### config.mk
export PLATFORM = sky130hd
export DESIGN_NAME = mips_multicycle_core_flat
export DESIGN_NICKNAME = d
export VERILOG_FILES = /design/src/rtl/mips_multicycle_core_if.sv /design/src/rtl/mips_multicycle_core.sv /design/src/flat_wrapper.sv
export SDC_FILE = /design/constraint.sdc
export NUM_CORES = 2
export LEC_CHECK = 0
export ABC_CLOCK_PERIOD_IN_PS = 4000
export BUFFER_PORTS_ARGS = -buffer_cell sky130_fd_sc_hd__buf_2
export CORE_MARGIN = 2
export CORE_UTILIZATION = 45
export CTS_CLUSTER_SIZE = 25
export DETAILED_ROUTE_END_ITERATION = 6
export GPL_ROUTABILITY_DRIVEN = 0
export PLACE_DENSITY = 0.73
export SYNTH_ARGS = -nofsm -noshare
export SYNTH_HDL_FRONTEND = slang
export SYNTH_SLANG_ARGS = --single-unit
### constraint.sdc
create_clock -name i_clk -period 4 [get_ports i_clk]
set_clock_uncertainty 0.1 [all_clocks]
set_input_delay 0.2 -clock i_clk [delete_from_list [all_inputs] [get_ports i_clk]]
set_output_delay 0.2 -clock i_clk [all_outputs]
set_load 0.02 [all_outputs]
### src/rtl/mips_multicycle_core_if.sv
// Purpose: shared instruction/data memory port of the multi-cycle core.
// Latency: an access completes at the rising edge where mem_ready=1; any number of wait cycles.
// Backpressure: the master holds req/we/addr/wdata stable until it sees mem_ready; ready is ignored without req.
interface mips_multicycle_core_if #(
    parameter int DATA_W = 32,
    parameter int ADDR_W = 8
);
    logic              mem_req;
    logic              mem_we;
    logic [ADDR_W-1:0] mem_addr;
    logic [DATA_W-1:0] mem_wdata;
    logic [DATA_W-1:0] mem_rdata;
    logic              mem_ready;

    modport master (
        output mem_req, mem_we, mem_addr, mem_wdata,
        input  mem_rdata, mem_ready
    );

    modport slave (
        input  mem_req, mem_we, mem_addr, mem_wdata,
        output mem_rdata, mem_ready
    );
endinterface

### src/rtl/mips_multicycle_core.sv
// Purpose: multi-cycle MIPS-subset core (R-type, addi, lw, sw, beq, j; jal/jr when MC_LINK_EN is defined).
// Latency: FETCH to next FETCH is 4 cycles (R/addi/sw), 5 (lw), 3 (beq/j/jal/jr), plus one per memory wait cycle.
// Backpressure: FETCH and MEM stall while mem_ready=0 with the request held stable; HALT never requests memory.
module mips_multicycle_core #(
    parameter int                DATA_W   = 32,
    parameter int                ADDR_W   = 8,
    parameter logic [ADDR_W-1:0] RESET_PC = '0
) (
    input  logic                   i_clk,
    input  logic                   i_reset,
    mips_multicycle_core_if.master io_mem,
    output logic [ADDR_W-1:0]      o_pc,
    output logic                   o_retire,
    output logic                   o_halted
);
    typedef enum logic [2:0] {S_FETCH, S_DECODE, S_EXEC, S_MEM, S_WB, S_HALT} state_t;

    localparam logic [5:0] OP_RTYPE = 6'b000000;
    localparam logic [5:0] OP_ADDI  = 6'b001000;
    localparam logic [5:0] OP_LW    = 6'b100011;
    localparam logic [5:0] OP_SW    = 6'b101011;
    localparam logic [5:0] OP_BEQ   = 6'b000100;
    localparam logic [5:0] OP_J     = 6'b000010;
    localparam logic [5:0] F_ADD    = 6'b100000;
    localparam logic [5:0] F_SUB    = 6'b100010;
    localparam logic [5:0] F_AND    = 6'b100100;
    localparam logic [5:0] F_OR     = 6'b100101;
    localparam logic [5:0] F_SLT    = 6'b101010;

    state_t            r_state;
    logic [ADDR_W-1:0] r_pc;
    logic [31:0]       r_ir;
    logic [DATA_W-1:0] r_a, r_b, r_imm, r_alu, r_mdr;
    logic [DATA_W-1:0] r_regs [32];
    logic              r_halted;

    logic [5:0]        w_op, w_funct;
    logic [4:0]        w_rs, w_rt, w_rd, w_wb_addr;
    logic              w_is_r, w_r_alu, w_is_addi, w_is_lw, w_is_sw, w_is_beq, w_is_j;
    logic              w_is_jal, w_is_jr, w_is_ctl, w_legal;
    logic [DATA_W-1:0] w_imm_ext, w_alu_res, w_wb_data;

    assign w_op      = r_ir[31:26];
    assign w_funct   = r_ir[5:0];
    assign w_rs      = r_ir[25:21];
    assign w_rt      = r_ir[20:16];
    assign w_rd      = r_ir[15:11];
    assign w_imm_ext = {{(DATA_W-16){r_ir[15]}}, r_ir[15:0]};

    assign w_is_r    = (w_op == OP_RTYPE);
    assign w_r_alu   = w_is_r && (w_funct == F_ADD || w_funct == F_SUB || w_funct == F_AND ||
                                  w_funct == F_OR  || w_funct == F_SLT);
    assign w_is_addi = (w_op == OP_ADDI);
    assign w_is_lw   = (w_op == OP_LW);
    assign w_is_sw   = (w_op == OP_SW);
    assign w_is_beq  = (w_op == OP_BEQ);
    assign w_is_j    = (w_op == OP_J);
`ifdef MC_LINK_EN
    assign w_is_jal  = (w_op == 6'b000011);
    assign w_is_jr   = w_is_r && (w_funct == 6'b001000);
`else
    // Without the link feature jal/jr decode as illegal and halt the core.
    assign w_is_jal  = 1'b0;
    assign w_is_jr   = 1'b0;
`endif
    assign w_is_ctl  = w_is_beq || w_is_j || w_is_jal || w_is_jr;
    assign w_legal   = w_r_alu || w_is_addi || w_is_lw || w_is_sw || w_is_ctl;

    assign w_wb_addr = w_is_r  ? w_rd  : w_rt;
    assign w_wb_data = w_is_lw ? r_mdr : r_alu;

    // ALU: R-type ops use B, everything else (addi, lw/sw address) adds the immediate.
    always_comb begin
        w_alu_res = r_a + (w_is_r ? r_b : r_imm);
        if (w_is_r) begin
            case (w_funct)
                F_SUB:   w_alu_res = r_a - r_b;
                F_AND:   w_alu_res = r_a & r_b;
                F_OR:    w_alu_res = r_a | r_b;
                F_SLT:   w_alu_res = DATA_W'($signed(r_a) < $signed(r_b));
                default: w_alu_res = r_a + r_b;
            endcase
        end
    end

    // Port and status outputs follow the registered state; reset forces the idle values at once.
    assign io_mem.mem_req   = !i_reset && (r_state == S_FETCH || r_state == S_MEM);
    assign io_mem.mem_we    = !i_reset && (r_state == S_MEM) && w_is_sw;
    assign io_mem.mem_addr  = (r_state == S_MEM) ? r_alu[ADDR_W-1:0] : r_pc;
    assign io_mem.mem_wdata = r_b;
    assign o_pc             = i_reset ? RESET_PC : r_pc;
    assign o_halted         = !i_reset && r_halted;
    // sw retires in MEM on the completing cycle, so its pulse depends on mem_ready.
    assign o_retire         = !i_reset && ((r_state == S_WB) ||
                                           (r_state == S_EXEC && w_is_ctl) ||
                                           (r_state == S_MEM && w_is_sw && io_mem.mem_ready));

    // Control FSM together with PC, instruction/operand registers and register file.
    always_ff @(posedge i_clk) begin
        if (i_reset) begin
            r_state  <= S_FETCH;
            r_pc     <= RESET_PC;
            r_ir     <= '0;
            r_a      <= '0;
            r_b      <= '0;
            r_imm    <= '0;
            r_alu    <= '0;
            r_mdr    <= '0;
            r_halted <= 1'b0;
            for (int i = 0; i < 32; i++) r_regs[i] <= '0;
        end else begin
            case (r_state)
                S_FETCH: begin
                    if (io_mem.mem_ready) begin
                        r_ir    <= io_mem.mem_rdata[31:0];
                        r_pc    <= r_pc + ADDR_W'(1);
                        r_state <= S_DECODE;
                    end
                end
                S_DECODE: begin
                    if (!w_legal) begin
                        r_halted <= 1'b1;
                        r_state  <= S_HALT;
                    end else begin
                        r_a     <= r_regs[w_rs];
                        r_b     <= r_regs[w_rt];
                        r_imm   <= w_imm_ext;
                        r_state <= S_EXEC;
                    end
                end
                S_EXEC: begin
                    r_alu   <= w_alu_res;
                    r_state <= S_FETCH;
                    if (w_r_alu || w_is_addi) begin
                        r_state <= S_WB;
                    end else if (w_is_lw || w_is_sw) begin
                        r_state <= S_MEM;
                    end else if (w_is_beq) begin
                        // PC already points past the branch, so the offset is relative to PC+1.
                        if (r_a == r_b) r_pc <= r_pc + r_imm[ADDR_W-1:0];
                    end else if (w_is_j) begin
                        r_pc <= r_ir[ADDR_W-1:0];
`ifdef MC_LINK_EN
                    end else if (w_is_jal) begin
                        r_regs[31] <= DATA_W'(r_pc);
                        r_pc       <= r_ir[ADDR_W-1:0];
                    end else if (w_is_jr) begin
                        r_pc <= r_a[ADDR_W-1:0];
`endif
                    end
                end
                S_MEM: begin
                    if (io_mem.mem_ready) begin
                        r_mdr   <= io_mem.mem_rdata;
                        r_state <= w_is_lw ? S_WB : S_FETCH;
                    end
                end
                S_WB: begin
                    if (w_wb_addr != 5'd0) r_regs[w_wb_addr] <= w_wb_data;
                    r_state <= S_FETCH;
                end
                S_HALT:  r_state <= S_HALT;
                default: r_state <= S_HALT;
            endcase
        end
    end
endmodule

### src/flat_wrapper.sv
// flat-port wrapper written by rule: the top's interface ports become plain ports
module mips_multicycle_core_flat 
#(
    parameter int                DATA_W   = 32,
    parameter int                ADDR_W   = 8,
    parameter logic [ADDR_W-1:0] RESET_PC = '0
)
  (i_clk, i_reset, o_pc, o_retire, o_halted, io_mem_mem_req, io_mem_mem_we, io_mem_mem_addr, io_mem_mem_wdata, io_mem_mem_rdata, io_mem_mem_ready);
  mips_multicycle_core_if #(.DATA_W(DATA_W), .ADDR_W(ADDR_W)) io_mem_i ();
  input  logic i_clk;
  input  logic i_reset;
  output logic [ADDR_W-1:0] o_pc;
  output logic o_retire;
  output logic o_halted;
  output wire logic [$bits(io_mem_i.mem_req)-1:0] io_mem_mem_req;
  output wire logic [$bits(io_mem_i.mem_we)-1:0] io_mem_mem_we;
  output wire logic [$bits(io_mem_i.mem_addr)-1:0] io_mem_mem_addr;
  output wire logic [$bits(io_mem_i.mem_wdata)-1:0] io_mem_mem_wdata;
  input wire logic [$bits(io_mem_i.mem_rdata)-1:0] io_mem_mem_rdata;
  input wire logic [$bits(io_mem_i.mem_ready)-1:0] io_mem_mem_ready;
  assign io_mem_mem_req = io_mem_i.mem_req;
  assign io_mem_mem_we = io_mem_i.mem_we;
  assign io_mem_mem_addr = io_mem_i.mem_addr;
  assign io_mem_mem_wdata = io_mem_i.mem_wdata;
  assign io_mem_i.mem_rdata = io_mem_mem_rdata;
  assign io_mem_i.mem_ready = io_mem_mem_ready;
  mips_multicycle_core #(.DATA_W(DATA_W), .ADDR_W(ADDR_W), .RESET_PC(RESET_PC)) u_core (.i_clk(i_clk), .i_reset(i_reset), .io_mem(io_mem_i), .o_pc(o_pc), .o_retire(o_retire), .o_halted(o_halted));
endmodule
==> metrics <==
Die X approximately 390 um; Layout area overhead 15.0%; clk_lat worst skew 0.79 ns; final wirelength roughly 220,000 um; Setup crit end kind flip-flop; met2 Usage GRT 45.8%; Worst Setup Start Kind flip-flop; Bufs and invs on worst path 5; Post-Syn Area per Cell 12.8 sq um; met1 Use GR 35.7%; Fillers 11,700; DIE HEIGHT between 300 and 400 um; Clock power frac 35.8%; Placed Cells 7,090; HP Class in2reg; clk slew on worst S/H paths 0.06 ns; # setup viols final 2; # DRC 5; Final min period 4.04 ns; violated checks DRC, setup timing; Synth cell types 88; DRT iter0 DRCs 7,623; slowest stage delay, CP 0.53 ns; total gr overflow 0; global routing's busiest layer met2; most used cell, CP buf_4; Initial Util 45.4%; pwr/cell area 446 nW/um^2; GRT Util Overall ~29%; total negative slack -0.0422 ns; crit-path max FO 13; initial antenna violation count 4; Setup WS post-layout -0.0399 ns; WP data required 4.59 ns; synthesized area about 66,000 sq um; total leakage power 25.4 nW; internal power 24.0 mW; met3 usage 8.62%; Post-synth EDFFs 1,024; IO Pins 87; first-pass GRT wire length 320,000 um; Synth top area share 46.5%; final hold vios 0; Routed WL per cell ~30 um; Initial DRT Pass Iterations 7; part of the Yosys area used for sequential elements between 50% and 60%; CTS Buf Count 133; ys async rst share 0%; PortBufs 86; top post-synthesis cells by area edfxtp_1 46%, mux4_2 22%, nor2_1 6.7%, dfxtp_1 5.7%, ha_1 2.6%; Worst Setup Path Type reg2reg; Worst slew margin 21.4%; CTS tree done; vias post-DR 49,200; list of most frequent post-synthesis cells 1,182 x nor2_1, 1,024 x edfxtp_1, 640 x mux4_2; CTS H-tree depth 4; status finished, violations left; crit-path leading delay family compound AO/OA/AOI/OAI gates; CP arrival 4.63 ns; P_sw about 10 mW; Longest Clk Path Bufs 3; post-route insts no fill 7,387; DRT antenna net count 0; crit-path cells or4_4 -> or3_4 -> buf_12 -> buf_16 -> nand2_1 -> o21ai_1 -> ha_1 -> nand4_1 -> buf_4 -> buf_4 -> buf_4 -> o211ai_1 -> o21a_1 -> o211ai_1 -> a21oi_2 -> a221oi_2 -> xnor2_1 -> o221ai_1 -> a31oi_1; vias per std cell 6.66; sequential share of power 43.2%; worst slew pin tran 1.15 ns; fraction of layout instances using a drive strength above 1 26.9%; fin area 76,100 sq um; Yosys reg bits 1,212; worst hold slack 0.139 ns; final slew viol count 0; largest net degree at the start of global routing around 140; total die area 150,000 sq um; Synth Instances 5,176; fmax 248 MHz; Final period util 101%; pre-CTS WS -0.262 ns; DP HPWL 138,000 um; Max VDD drop 266 uV; vias in the first global route 49,300; TritonCTS Sinks 1,212; most frequent cell after synthesis nor2_1; CTS Root Cell clkbuf_16; Comb power frac 21.1%; Core Footprint 146,000 sq um; max-cap violations 0; Yosys top cell by area edfxtp_1; Most used DFF post-synth edfxtp_1; Cell Area, Placed 71,200 sq um; Switching Fraction 29.2%; final net count roughly 5,500; Syn. warnings 0; RSZ-0062 raised after global routing yes; row cnt 140; CP max-delay cell or4_4
[power groups by stage]
| stage | combinational (mW) | clock, mW | sequential (mW) |
|---|---|---|---|
| 2_1_floorplan | 4.35 | 0 | 14.7 |
| 3_3_place_gp | 6.64 | 0 | 14.8 |
| 3_5_place_dp | 6.74 | 0 | 14.9 |
| 4_1_cts | 6.88 | 12.2 | 14.6 |
| 5_1_grt | 7.47 | 12.7 | 14.7 |
| 6_report | 7.15 | 12.1 | 14.7 |
[kinds of logic (layout without fill, tap and decap cells)]
| group | Yosys count | in the layout | share of synthesized area [%] |
|---|---|---|---|
| buf+inv | 599 | 861 | 3.58 |
| fa+ha+maj | 139 | 139 | 2.67 |
| flops | 1212 | 1212 | 52.1 |
| xor+xnor | 33 | 33 | 0.437 |
| mux | 747 | 747 | 23.4 |
| compound gates | 691 | 691 | 6.84 |
| simple gates | 1754 | 1754 | 10.9 |
| other cells | 1 | 33 | 0.00567 |
[per-stage QoR]
stage / utilization, % / power [mW]
2_1_floorplan: - / 19.0
6_report: 52.2 / 33.9
3_3_place_gp: 48.8 / 21.5
5_1_grt: 52.2 / 34.8
3_5_place_dp: 48.8 / 21.6
4_1_cts: 52.0 / 33.7
[worst reg2reg max path, delay by kind of cell (launching register included)]
| kind | cells | cell delay, ns |
|---|---|---|
| AO/OA/AOI/OAI | 8 | 1.23 |
| AND/OR/NAND/NOR | 4 | 1.14 |
| buffers and inverters | 5 | 0.72 |
| flip-flops | 1 | 0.32 |
| adder cells (fa/ha/maj) | 1 | 0.31 |
| XOR/XNOR | 1 | 0.15 |
[registers in the layout, summed over array words and instances, names as in the netlist]
name,count
u_core.r_pc,8
u_core.r_a,32
u_core.r_ir,32
u_core.io_mem.mem_wdata,32
u_core.r_halted,1
u_core.r_imm,16
u_core.r_alu,32
u_core.r_state,3
u_core.r_regs,1024
u_core.r_mdr,32
[cell usage in the layout, fill, tap and decap left out, types with 42 or more instances in the layout]
cell type	Yosys	layout
a211oi_1	96	93
a21o_1	47	47
a21oi_1	220	214
buf_12	0	58
buf_2	96	85
buf_4	1	314
clkbuf_16	0	136
dfxtp_1	188	176
dlygate4sd3_1	0	42
edfxtp_1	1024	1024
ha_1	135	133
inv_1	114	113
mux2i_1	103	71
mux4_2	640	640
nand2_1	333	294
nand2_2	18	57
nor2_1	1182	1180
o21ai_0	114	97
[final cells by class]
class | count | area [sq um] | share of cell area (%)
Multi-Input combinational cell | 3396 | 30000 | 39.5
Timing Repair Buffer | 508 | 4480 | 5.89
Sequential cell | 1212 | 34500 | 45.4
Clock buffer | 167 | 3530 | 4.64
Antenna cell | 1 | 2.50 | 0.00329
Inverter | 114 | 428 | 0.562
Clock inverter | 72 | 674 | 0.886
Tap cell | 1917 | 2400 | 3.15
[path summary, 6_finish.rpt]
| kind | from | to | slack, ns | cells past startpoint |
|---|---|---|---|---|
| setup / recovery | u_core.r_ir[30] | u_core.r_alu[28] | -0.04 | 19 |
| hold / removal | io_mem_mem_rdata[7] | u_core.r_mdr[7] | 0.14 | 4 |
| setup reg to reg | u_core.r_ir[30] | u_core.r_alu[28] | -0.04 | 19 |
| hold reg to reg | u_core.r_imm[13] | u_core.r_imm[13] | 0.36 | 2 |
[timing repair]
| item | in CTS | in global routing |
|---|---|---|
| cloned | 1 | 0 |
| pin swaps | 26 | 24 |
| endpoints found under the hold margin | 104 | 0 |
| buffers inserted | 6 | 8 |
| resized for setup | 20 | 29 |
| setup endpoints to repair | 13 | 67 |
| hold buffers | 42 | 0 |
[per-layer routing]
layer  up-vias  wire (um)  part of all wire [%]
met1     24400      73300                    34
met5         -         41                 0.019
met3       878      30900                    14
met2      4009     102000                    47
li1      19900          -                     -
met4         6      12200                   5.6
Note: power is estimated with default switching activity, not from simulation.
